## config.mk

```make
export PLATFORM = sky130hd
export DESIGN_NAME = serial_port
export DESIGN_NICKNAME = d
export VERILOG_FILES = /design/src/rtl/serial_port_pkg.sv /design/src/rtl/serial_port_rx.sv /design/src/rtl/serial_port.sv
export SDC_FILE = /design/constraint.sdc
export NUM_CORES = 1
export LEC_CHECK = 0
export ABC_AREA = 1
export CAP_MARGIN = 25
export CORE_UTILIZATION = 35
export CTS_CLUSTER_SIZE = 30
export DETAILED_ROUTE_END_ITERATION = 10
export PLACE_DENSITY = 0.63
export RECOVER_POWER = 100
export SLEW_MARGIN = 20
export SYNTH_ARGS = -nofsm -noshare
export SYNTH_HDL_FRONTEND = slang
export SYNTH_SLANG_ARGS = --single-unit
```

## constraint.sdc

```tcl
create_clock -name clk -period 1.8 [get_ports clk]
set_input_delay 0.45 -clock clk [delete_from_list [all_inputs] [get_ports clk]]
set_output_delay 0.45 -clock clk [all_outputs]
set_load 0.005 [all_outputs]
```

## src/rtl/serial_port_pkg.sv

```systemverilog
// Shared types and constants for the serial_port UART.
package serial_port_pkg;

    typedef enum logic [1:0] {
        IDLE  = 2'd0,
        START = 2'd1,
        DATA  = 2'd2,
        STOP  = 2'd3
    } state_e;

    localparam int unsigned DEFAULT_CLK_FREQ = 50_000_000;
    localparam int unsigned DEFAULT_BAUD     = 115_200;

    // Width of a counter running 0..clks_per_bit-1.
    function automatic int unsigned cnt_width(input int unsigned clks_per_bit);
        return (clks_per_bit > 2) ? $clog2(clks_per_bit) : 1;
    endfunction

endpackage

```

## src/rtl/serial_port_rx.sv

```systemverilog
// Receive path: 2-flop synchronizer and 8N1 receive FSM with valid and framing-error pulses.
module serial_port_rx
    import serial_port_pkg::*;
#(
    parameter int unsigned CLKS_PER_BIT = 434
) (
    input  logic       clk_i,
    input  logic       rst_i,
    input  logic       rx_i,
    output logic [7:0] byte_o,
    output logic       valid_o,
    output logic       ferr_o
);

    localparam int unsigned CNT_W = cnt_width(CLKS_PER_BIT);
    localparam logic [CNT_W-1:0] CNT_LAST = CNT_W'(CLKS_PER_BIT - 1);
    // Two cycles of synchronizer/edge latency are absorbed by sampling the start bit early.
    localparam logic [CNT_W-1:0] CNT_HALF = CNT_W'(CLKS_PER_BIT / 2 - 2);

    logic             sync1_q, sync2_q, prev_q;
    state_e           state_q, state_d;
    logic [CNT_W-1:0] cnt_q, cnt_d;
    logic [2:0]       bit_q, bit_d;
    logic [7:0]       shift_q, shift_d;
    logic             wait_q, wait_d;

    always_ff @(posedge clk_i) begin
        if (rst_i) begin
            sync1_q <= 1'b1;
            sync2_q <= 1'b1;
            prev_q  <= 1'b1;
            state_q <= IDLE;
            cnt_q   <= '0;
            bit_q   <= '0;
            shift_q <= '0;
            wait_q  <= 1'b0;
        end else begin
            sync1_q <= rx_i;
            sync2_q <= sync1_q;
            prev_q  <= sync2_q;
            state_q <= state_d;
            cnt_q   <= cnt_d;
            bit_q   <= bit_d;
            shift_q <= shift_d;
            wait_q  <= wait_d;
        end
    end

    always_comb begin
        state_d = state_q;
        cnt_d   = cnt_q;
        bit_d   = bit_q;
        shift_d = shift_q;
        wait_d  = wait_q;
        valid_o = 1'b0;
        ferr_o  = 1'b0;
        unique case (state_q)
            IDLE: begin
                if (prev_q && !sync2_q) begin
                    state_d = START;
                    cnt_d   = '0;
                end
            end
            START: begin
                if (cnt_q == CNT_HALF) begin
                    cnt_d   = '0;
                    bit_d   = '0;
                    state_d = sync2_q ? IDLE : DATA;
                end else begin
                    cnt_d = cnt_q + 1'b1;
                end
            end
            DATA: begin
                if (cnt_q == CNT_LAST) begin
                    cnt_d   = '0;
                    shift_d = {sync2_q, shift_q[7:1]};
                    if (bit_q == 3'd7) begin
                        state_d = STOP;
                        wait_d  = 1'b0;
                    end else begin
                        bit_d = bit_q + 1'b1;
                    end
                end else begin
                    cnt_d = cnt_q + 1'b1;
                end
            end
            STOP: begin
                // After a bad stop bit, hold here until the line idles high again.
                if (wait_q) begin
                    if (sync2_q) begin
                        state_d = IDLE;
                        wait_d  = 1'b0;
                    end
                end else if (cnt_q == CNT_LAST) begin
                    cnt_d = '0;
                    if (sync2_q) begin
                        valid_o = 1'b1;
                        state_d = IDLE;
                    end else begin
                        ferr_o = 1'b1;
                        wait_d = 1'b1;
                    end
                end else begin
                    cnt_d = cnt_q + 1'b1;
                end
            end
            default: state_d = IDLE;
        endcase
    end

    assign byte_o = shift_q;

endmodule

```

## src/rtl/serial_port.sv

```systemverilog
// 8N1 UART bus peripheral: transmit FSM, receive sub-module, interrupt and framing-error flags.
module serial_port
    import serial_port_pkg::*;
#(
    parameter int unsigned CLK_FREQ     = DEFAULT_CLK_FREQ,
    parameter int unsigned BAUD         = DEFAULT_BAUD,
    parameter int unsigned CLKS_PER_BIT = CLK_FREQ / BAUD
) (
    input  logic       clk,
    input  logic       rst,
    output logic       int_req,
    input  logic       int_ack,
    output logic [7:0] data_out,
    input  logic [7:0] data_in,
    input  logic       write_enable,
    input  logic       fuck1,
    output logic       fuck2,
    output logic       write_not_busy,
    output logic       TxD,
    input  logic       RxD
);

    localparam int unsigned CNT_W = cnt_width(CLKS_PER_BIT);
    localparam logic [CNT_W-1:0] CNT_LAST = CNT_W'(CLKS_PER_BIT - 1);

    state_e           tx_state_q, tx_state_d;
    logic [CNT_W-1:0] tx_cnt_q, tx_cnt_d;
    logic [2:0]       tx_bit_q, tx_bit_d;
    logic [7:0]       tx_shift_q, tx_shift_d;
    logic             txd_q, txd_d;

    logic             int_req_q, fuck2_q;
    logic [7:0]       data_out_q;

    logic             rx_in;
    logic [7:0]       rx_byte;
    logic             rx_valid, rx_ferr;

    always_ff @(posedge clk) begin
        if (rst) begin
            tx_state_q <= IDLE;
            tx_cnt_q   <= '0;
            tx_bit_q   <= '0;
            tx_shift_q <= '0;
            txd_q      <= 1'b1;
        end else begin
            tx_state_q <= tx_state_d;
            tx_cnt_q   <= tx_cnt_d;
            tx_bit_q   <= tx_bit_d;
            tx_shift_q <= tx_shift_d;
            txd_q      <= txd_d;
        end
    end

    // Line level is computed for the next state so TxD changes with the state register.
    always_comb begin
        tx_state_d = tx_state_q;
        tx_cnt_d   = tx_cnt_q;
        tx_bit_d   = tx_bit_q;
        tx_shift_d = tx_shift_q;
        txd_d      = txd_q;
        unique case (tx_state_q)
            IDLE: begin
                txd_d = 1'b1;
                if (write_enable) begin
                    tx_state_d = START;
                    tx_cnt_d   = '0;
                    tx_bit_d   = '0;
                    tx_shift_d = data_in;
                    txd_d      = 1'b0;
                end
            end
            START: begin
                if (tx_cnt_q == CNT_LAST) begin
                    tx_state_d = DATA;
                    tx_cnt_d   = '0;
                    txd_d      = tx_shift_q[0];
                end else begin
                    tx_cnt_d = tx_cnt_q + 1'b1;
                end
            end
            DATA: begin
                if (tx_cnt_q == CNT_LAST) begin
                    tx_cnt_d = '0;
                    if (tx_bit_q == 3'd7) begin
                        tx_state_d = STOP;
                        txd_d      = 1'b1;
                    end else begin
                        tx_bit_d   = tx_bit_q + 1'b1;
                        tx_shift_d = {1'b0, tx_shift_q[7:1]};
                        txd_d      = tx_shift_q[1];
                    end
                end else begin
                    tx_cnt_d = tx_cnt_q + 1'b1;
                end
            end
            STOP: begin
                if (tx_cnt_q == CNT_LAST) begin
                    tx_state_d = IDLE;
                    tx_cnt_d   = '0;
                    txd_d      = 1'b1;
                end else begin
                    tx_cnt_d = tx_cnt_q + 1'b1;
                end
            end
            default: begin
                tx_state_d = IDLE;
                txd_d      = 1'b1;
            end
        endcase
    end

    assign rx_in = fuck1 ? txd_q : RxD;

    serial_port_rx #(
        .CLKS_PER_BIT(CLKS_PER_BIT)
    ) u_rx (
        .clk_i  (clk),
        .rst_i  (rst),
        .rx_i   (rx_in),
        .byte_o (rx_byte),
        .valid_o(rx_valid),
        .ferr_o (rx_ferr)
    );

    // A completing byte or error takes priority over a simultaneous acknowledge.
    always_ff @(posedge clk) begin
        if (rst) begin
            int_req_q  <= 1'b0;
            fuck2_q    <= 1'b0;
            data_out_q <= '0;
        end else begin
            if (rx_valid) begin
                int_req_q  <= 1'b1;
                data_out_q <= rx_byte;
            end else if (int_ack) begin
                int_req_q <= 1'b0;
            end
            if (rx_ferr) begin
                fuck2_q <= 1'b1;
            end else if (int_ack) begin
                fuck2_q <= 1'b0;
            end
        end
    end

    assign TxD            = txd_q;
    assign write_not_busy = (tx_state_q == IDLE);
    assign int_req        = int_req_q;
    assign fuck2          = fuck2_q;
    assign data_out       = data_out_q;

endmodule

```

==> results.toml, run 1 <==
[route]
routed_wl_um = 6070
via_count = 2600
via_per_inst = 4.68
wl_per_cell_um = 10.9
detail-route-antenna-nets = 0
dr.pass1.iters = 4
first_iter_violations = 136
drc_errors = 0

[grt]
grt_start_max_net_pins = 20
grt_overflow_total = 0
grt_use_total = 0.153
grt_pass1_vias = 2442
antenna_found_initial = 0
grt_first_pass_wirelength_um = 10700

[floorplanning]
fp.dieW_um = 94.3
initial_core_util = 0.363
fp-row-count = 33
ioPinCount = 26
die_h_um = 94.3
core_mm2 = 0.00822
die-area_mm2 = 0.00889

[power]
switching_power_w = 0.00125
leakagePower_nw = 1.61
internal-power_w = 0.00261
p_sw_frac = 0.324
ir_drop_uv = 540
pwr_density_cell_mw_per_mm2 = 1080
p_seq_frac = 0.393
pwr-share-comb = 0.269
clkPwrFrac = 0.337

[synth]
synth_top_area_cell = "dfxtp_1"
ys_types = 42
seq_area_frac_synth = 0.396
syn_inst = 409
async_flop_share = 0
avgSynthCellArea_um2 = 7.29
ys_seq_elements = 59
synthesis.nets = 436
ys_warn_count = 0
synth_top_area_frac = 0.396
synth_edf_count = 0
synthTopCellsByArea = "dfxtp_1, nand2_1, nor2_1"
synth_area_mm2 = 0.00298
ys.flop_type = "dfxtp_1"

[finish]
drive_gt1_frac = 0.109
diodes = 0
synthToLayoutAreaGrowth_pct = 20.0
fin_cells = 556
fin_area_mm2 = 0.00358
layout.nets = 473

[placed_design]
placed_area_mm2 = 0.00336
dp_hpwl_um = 4420
place_inst = 538
place.gp.congestion = 0.888
io_buffer_count = 25

[setup_path]
worstReg2RegStart = "u_rx.cnt_q[0]"
max_stage_delay_ns = 0.58
slowest_stage = "dlygate4sd3_1"
crit_buf_inv = 1
path_cells = "dlygate4sd3_1"
path_class = "flop to output port"
cp.required_ns = 1.35
cp-start-kind = "flop"
crit_start = "fuck2"
crit_family = "buffers and inverters"
cp-end-kind = "output port"
cp_max_fo = 2
r2r_setup_slack_ns = 0.19
cp.arrival_ns = 1.27

[sta]
whs_ns = 0.430
tightest_slew_ns = 0.388
min_period_ns = 1.72
fmax_mhz = 583
rsz0062_at_grt = "no"
finalClockSkew_ns = 0.0121
max_slew_margin = 0.740
setup_viol = 0
hold_violations = 0
setup-tns-final_ns = 0
finalCritPeriodShare = 0.953
finalMaxSlewViolations = 0

[clock_network]
tritoncts = "built"
cts_buffer_depth = 2
clkTransAtPathRegs_ns = 0.07
cts_buffers = 9
cts_root_buf = "clkbuf_8"
clock_sinks = 59
cts_hold_buffers = 0
insertion_delay_ns = 0.33
cts_htree_levels = 3

[run]
cap_violations = 0

[run_status]
status = "finished clean"

[worst_hold_path]
holdCritStartpoint = "u_rx.sync1_q"
hold_class = "flop to flop"
[cell type report]
cell class                      instances  area [um^2]
Multi-Input combinational cell        283         1510
Timing Repair Buffer                   37          332
Fill cell                             812         4640
Sequential cell                        59         1180
Clock buffer                           11          131
Inverter                               56          210
Clock inverter                          5         77.6
Tap cell                              105          131
[stage by stage]
step           total power (W)  setup slack [ns]  utilization
2_1_floorplan          0.00228             0.258            -
3_3_place_gp           0.00251            0.0399        0.409
3_5_place_dp           0.00254          -0.00448        0.409
4_1_cts                0.00388            0.0945        0.437
5_1_grt                0.00413            0.0327        0.435
6_report               0.00386            0.0841        0.435
[synthesized netlist by cell type, types with 3 or more instances]
cell type / instances
a21oi_1: 28
inv_2: 4
nand2_2: 6
nand2_1: 84
ha_1: 13
nor2_1: 62
nor3_1: 4
nand4_1: 6
inv_1: 52
nand3b_1: 3
nand3_1: 16
dfxtp_1: 59
buf_2: 5
a211oi_1: 7
xor2_1: 4
o21ai_0: 20
[per-layer routing]
metal	global-route usage	wire (um)	vias to the layer above
li1	-	-	1383
met1	0.203	3060	1161
met2	0.227	2710	43
met3	0.0283	162	13
met4	0.0897	143	0
met5	0	0	-
[placed cells by master (no fill, tap or decap), types with 2 or more instances in the layout]
master           count
a22oi_1              2
bufinv_16            2
nand2_2              5
clkdlybuf4s50_1     13
dlygate4sd3_1       11
nand4_1              6
a21oi_1             28
o21ai_0             22
o211ai_1             2
clkinv_2             2
ha_1                11
nor2_1              63
or2_2                2
xor2_1               4
a21o_1               2
buf_4               10
clkbuf_1             4
nand3b_1             3
inv_2                4
clkbuf_8             9
nand3_1             17
inv_1               52
nand2_1             85
a211oi_1             8
nor2_4               2
nor3_1               4
dfxtp_1             58
[final timing paths]
| kind | endpoint | depth (start not counted) |
|---|---|---|
| max | fuck2 | 1 |
| min | u_rx.sync2_q | 1 |
| max reg2reg | u_rx.cnt_q[3] | 8 |
| min reg2reg | u_rx.sync2_q | 1 |
[cell families (layout without fill, tap and decap cells)]
kind of cell | after synthesis | count (layout) | synth area share
compound gates | 71 | 71 | 0.142
xor+xnor | 5 | 5 | 0.0147
fa+ha+maj | 13 | 13 | 0.0546
buf+inv | 67 | 109 | 0.0978
flops | 59 | 59 | 0.396
simple gates | 194 | 194 | 0.295
[flip-flops by register name, summed over array words and instances, names as in the netlist, named ones only]
signal and flops:
tx_shift_q 8, u_rx.prev_q 1, tx_state_q 2, u_rx.state_q 1, u_rx.cnt_q 9, u_rx.byte_o 8
fuck2 1, u_rx.sync2_q 1, int_req 1, u_rx.bit_q 3, data_out 8, TxD 1
tx_bit_q 3, u_rx.wait_q 1, u_rx.sync1_q 1, tx_cnt_q 9
[power groups by stage]
stage | combinational, W | sequential (W) | clock (W)
6_report | 0.00104 | 0.00152 | 0.00130
4_1_cts | 0.00103 | 0.00152 | 0.00133
5_1_grt | 0.00120 | 0.00153 | 0.00140
3_5_place_dp | 0.000992 | 0.00154 | 0
2_1_floorplan | 0.000755 | 0.00152 | 0
3_3_place_gp | 0.000968 | 0.00154 | 0
[timing repair]
action / in CTS / in global routing
cloned: 0 / 0
endpoints found under the setup margin: 1 / 10
resized for setup: 7 / 2
setup buffers: 2 / 0
pin swaps: 1 / 0
hold endpoints to repair: 0 / 0
Note: power is estimated with default switching activity, not from simulation.
==> run 2, diff against run 1 <==
ABC_AREA = 0   (was 1)
CORE_UTILIZATION = 47   (was 35)
PLACE_DENSITY = 0.77   (was 0.63)
clock period = 1.6 ns   (was 1.8 ns; I/O delays follow)
==> run 2 against run 1 <==
  * The flow now finishes with violations (negative setup slack)
  * Routed wire length rose by 43%
  * Count of clock-buffer cells in the layout fell by 2
  * Clock power rose by 10%
  * Total power rose by 40%
  * Largest cell class unchanged
  * Critical path depth rose by 6
  * Highest routed layer unchanged
  * Worst setup slack got worse by 0.30 ns
  * Global-route usage rose by 9.9 points
  * Flip-flop and latch count did not move
  * Register-to-register slack got worse by 0.40 ns
  * Clock skew fell by 0.0024 ns
==> results.toml, run 2 <==
[run_status]
status = "complete, but fails checks"
violations = "negative setup slack"

[setup_path]
crit_cells = 7
cp.arrival_ns = 2.08
r2r_setup_slack_ns = -0.21
crit_buf_inv = 2
reg2regPathDepth = 7
cp_max_fo = 4
max_stage_delay_ns = 0.49
cp-end-kind = "flop"
crit_start = "u_rx.cnt_q[1]"
cp.required_ns = 1.86
worstReg2RegStart = "u_rx.cnt_q[1]"
slowest_stage = "or4_4"
worstReg2RegEnd = "u_rx.bit_q[0]"
cp-start-kind = "flop"
path_class = "flop to flop"
crit_end = "u_rx.bit_q[0]"
crit_family = "simple AND/OR/NAND/NOR gates"
path_cells = "inv_2, ha_4, nand4b_1, buf_6, or4_4, a21oi_4, mux2i_1"

[placed_design]
placed_area_mm2 = 0.00373
place.gp.congestion = 0.870
dp_hpwl_um = 4990
io_buffer_count = 25

[floorplanning]
fp-row-count = 28
die_h_um = 81.5
ioPinCount = 26
fp.dieW_um = 81.5
die-area_mm2 = 0.00664
initial_core_util = 0.493
core_mm2 = 0.00603

[sta]
rsz0062_at_grt = "yes"
max_slew_margin = 0.694
setup_viol = 35
setup-tns-final_ns = -3.13
whs_ns = 0.434
fin_ws_ns = -0.211
tightest_slew_ns = 0.455
hold_violations = 0
min_period_ns = 1.81
fmax_mhz = 552
finalCritPeriodShare = 1.13
finalClockSkew_ns = 0.00970
finalMaxSlewViolations = 0

[clock_network]
clock_sinks = 59
clkTransAtPathRegs_ns = 0.08
cts_htree_levels = 3
insertion_delay_ns = 0.35
cts_buffer_depth = 2
cts_root_buf = "clkbuf_8"
tritoncts = "built"
cts_buffers = 9
cts_hold_buffers = 0

[route]
dr.pass1.iters = 4
first_iter_violations = 169
via_count = 2929
via_per_inst = 5.88
routed_wl_um = 8710
drc_errors = 0
wl_per_cell_um = 17.5
detail-route-antenna-nets = 0

[synth]
ys_warn_count = 0
async_flop_share = 0
ys_types = 62
synth_area_mm2 = 0.00297
synth_top_area_frac = 0.397
synthesis.nets = 355
syn_inst = 328
avgSynthCellArea_um2 = 9.06
seq_area_frac_synth = 0.397
ys_seq_elements = 59
ys_top_cells_by_count = "dfxtp_1, nor2_1, mux2i_1"
synth_edf_count = 0
synth_most_common_cell = "dfxtp_1"
ys.flop_type = "dfxtp_1"
synth_top_area_cell = "dfxtp_1"
synthTopCellsByArea = "dfxtp_1, mux2i_1, ha_1"

[power]
ir_drop_uv = 1180
pwr-share-comb = 0.404
clkPwrFrac = 0.264
switching_power_w = 0.00187
leakagePower_nw = 1.74
p_sw_frac = 0.346
internal-power_w = 0.00353
p_seq_frac = 0.332
pwr_density_cell_mw_per_mm2 = 1220

[finish]
drive_gt1_frac = 0.378
diodes = 0
layout_commonest_cell = "buf_4"
layout.nets = 445
layout_common_cells = "buf_4, dfxtp_1, nor2_1, mux2i_1, nand2_1"
synthToLayoutAreaGrowth_pct = 48.4
fin_area_mm2 = 0.00441
reg.largest.list = "tx_cnt_q x9, u_rx.cnt_q x9"

[grt]
grt_overflow_total = 0
grt_first_pass_wirelength_um = 12600
antenna_found_initial = 0
grt_use_total = 0.251
grt_start_max_net_pins = 30
grt_pass1_vias = 2794

[worst_hold_path]
hold_class = "flop to flop"
hold-path-cell-count = 1
holdCritStartpoint = "u_rx.sync1_q"

[run]
cap_violations = 0
-- run 2: metal layers --
metal  vias up  global-route usage  share of wire
met5         -                   0              0
met4         0               0.134          0.032
met3        31              0.0667          0.043
met2        97               0.425           0.52
met1      1403               0.288           0.41
li1       1398                   -              -
-- run 2: power groups by stage --
stage,clock network (W),registers [W],logic (W)
6_report,0.00143,0.00179,0.00218
5_1_grt,0.00153,0.00181,0.00231
4_1_cts,0.00144,0.00176,0.00160
3_5_place_dp,0,0.00177,0.00145
3_3_place_gp,0,0.00177,0.00139
2_1_floorplan,0,0.00177,0.000929
-- run 2: worst min-delay path by stage --
stage / slack [ns] / endpoint
2_1_floorplan: 0.39 / u_rx.sync2_q
3_5_place_dp: 0.41 / u_rx.sync2_q
5_1_grt: 0.44 / u_rx.sync2_q
3_3_place_gp: 0.39 / u_rx.sync2_q
6_report: 0.43 / u_rx.sync2_q
4_1_cts: 0.44 / u_rx.sync2_q
-- run 2: layout make-up --
class / instances / area [um^2]
clock buffer: 9 / 124
tap: 75 / 93.8
inverter: 10 / 40.0
fill: 408 / 1620
multi-input combinational: 241 / 2000
timing repair buffer: 97 / 873
clock inverter: 7 / 82.6
sequential: 59 / 1200
-- run 2: timing repair --
| action | CTS | global route |
|---|---|---|
| endpoints found under the setup margin | 35 | 58 |
| pin swaps | 9 | 33 |
| resized for setup | 37 | 63 |
| buffers inserted | 3 | 8 |
| cloned | 0 | 1 |
-- run 2: per-stage QoR --
stage,total power (W),worst slack (ns),std cells,utilization
after floorplan,0.00270,-0.102,328,-
after global placement,0.00316,-0.307,470,0.619
after detailed placement,0.00322,-0.341,470,0.619
after CTS,0.00481,-0.207,489,0.676
after global routing,0.00564,-0.290,498,0.732
final,0.00540,-0.211,498,0.732
-- run 2: logic make-up after synthesis --
logic type,Yosys count,synth area share
AOI/OAI and AO/OA,78,0.181
xor gates and xnor gates,7,0.0206
adders and majority gates,13,0.0547
buffers and inverters,28,0.0396
DFF,59,0.397
muxes,29,0.0981
and+or+nand+nor,114,0.209
-- run 2: worst register-to-register path, stage by stage, from the launching register on --
cell and delay (ns):
dfxtp_2 0.33, inv_2 0.06, ha_4 0.12, nand4b_1 0.11, buf_6 0.16, or4_4 0.50
a21oi_4 0.21, mux2i_1 0.25
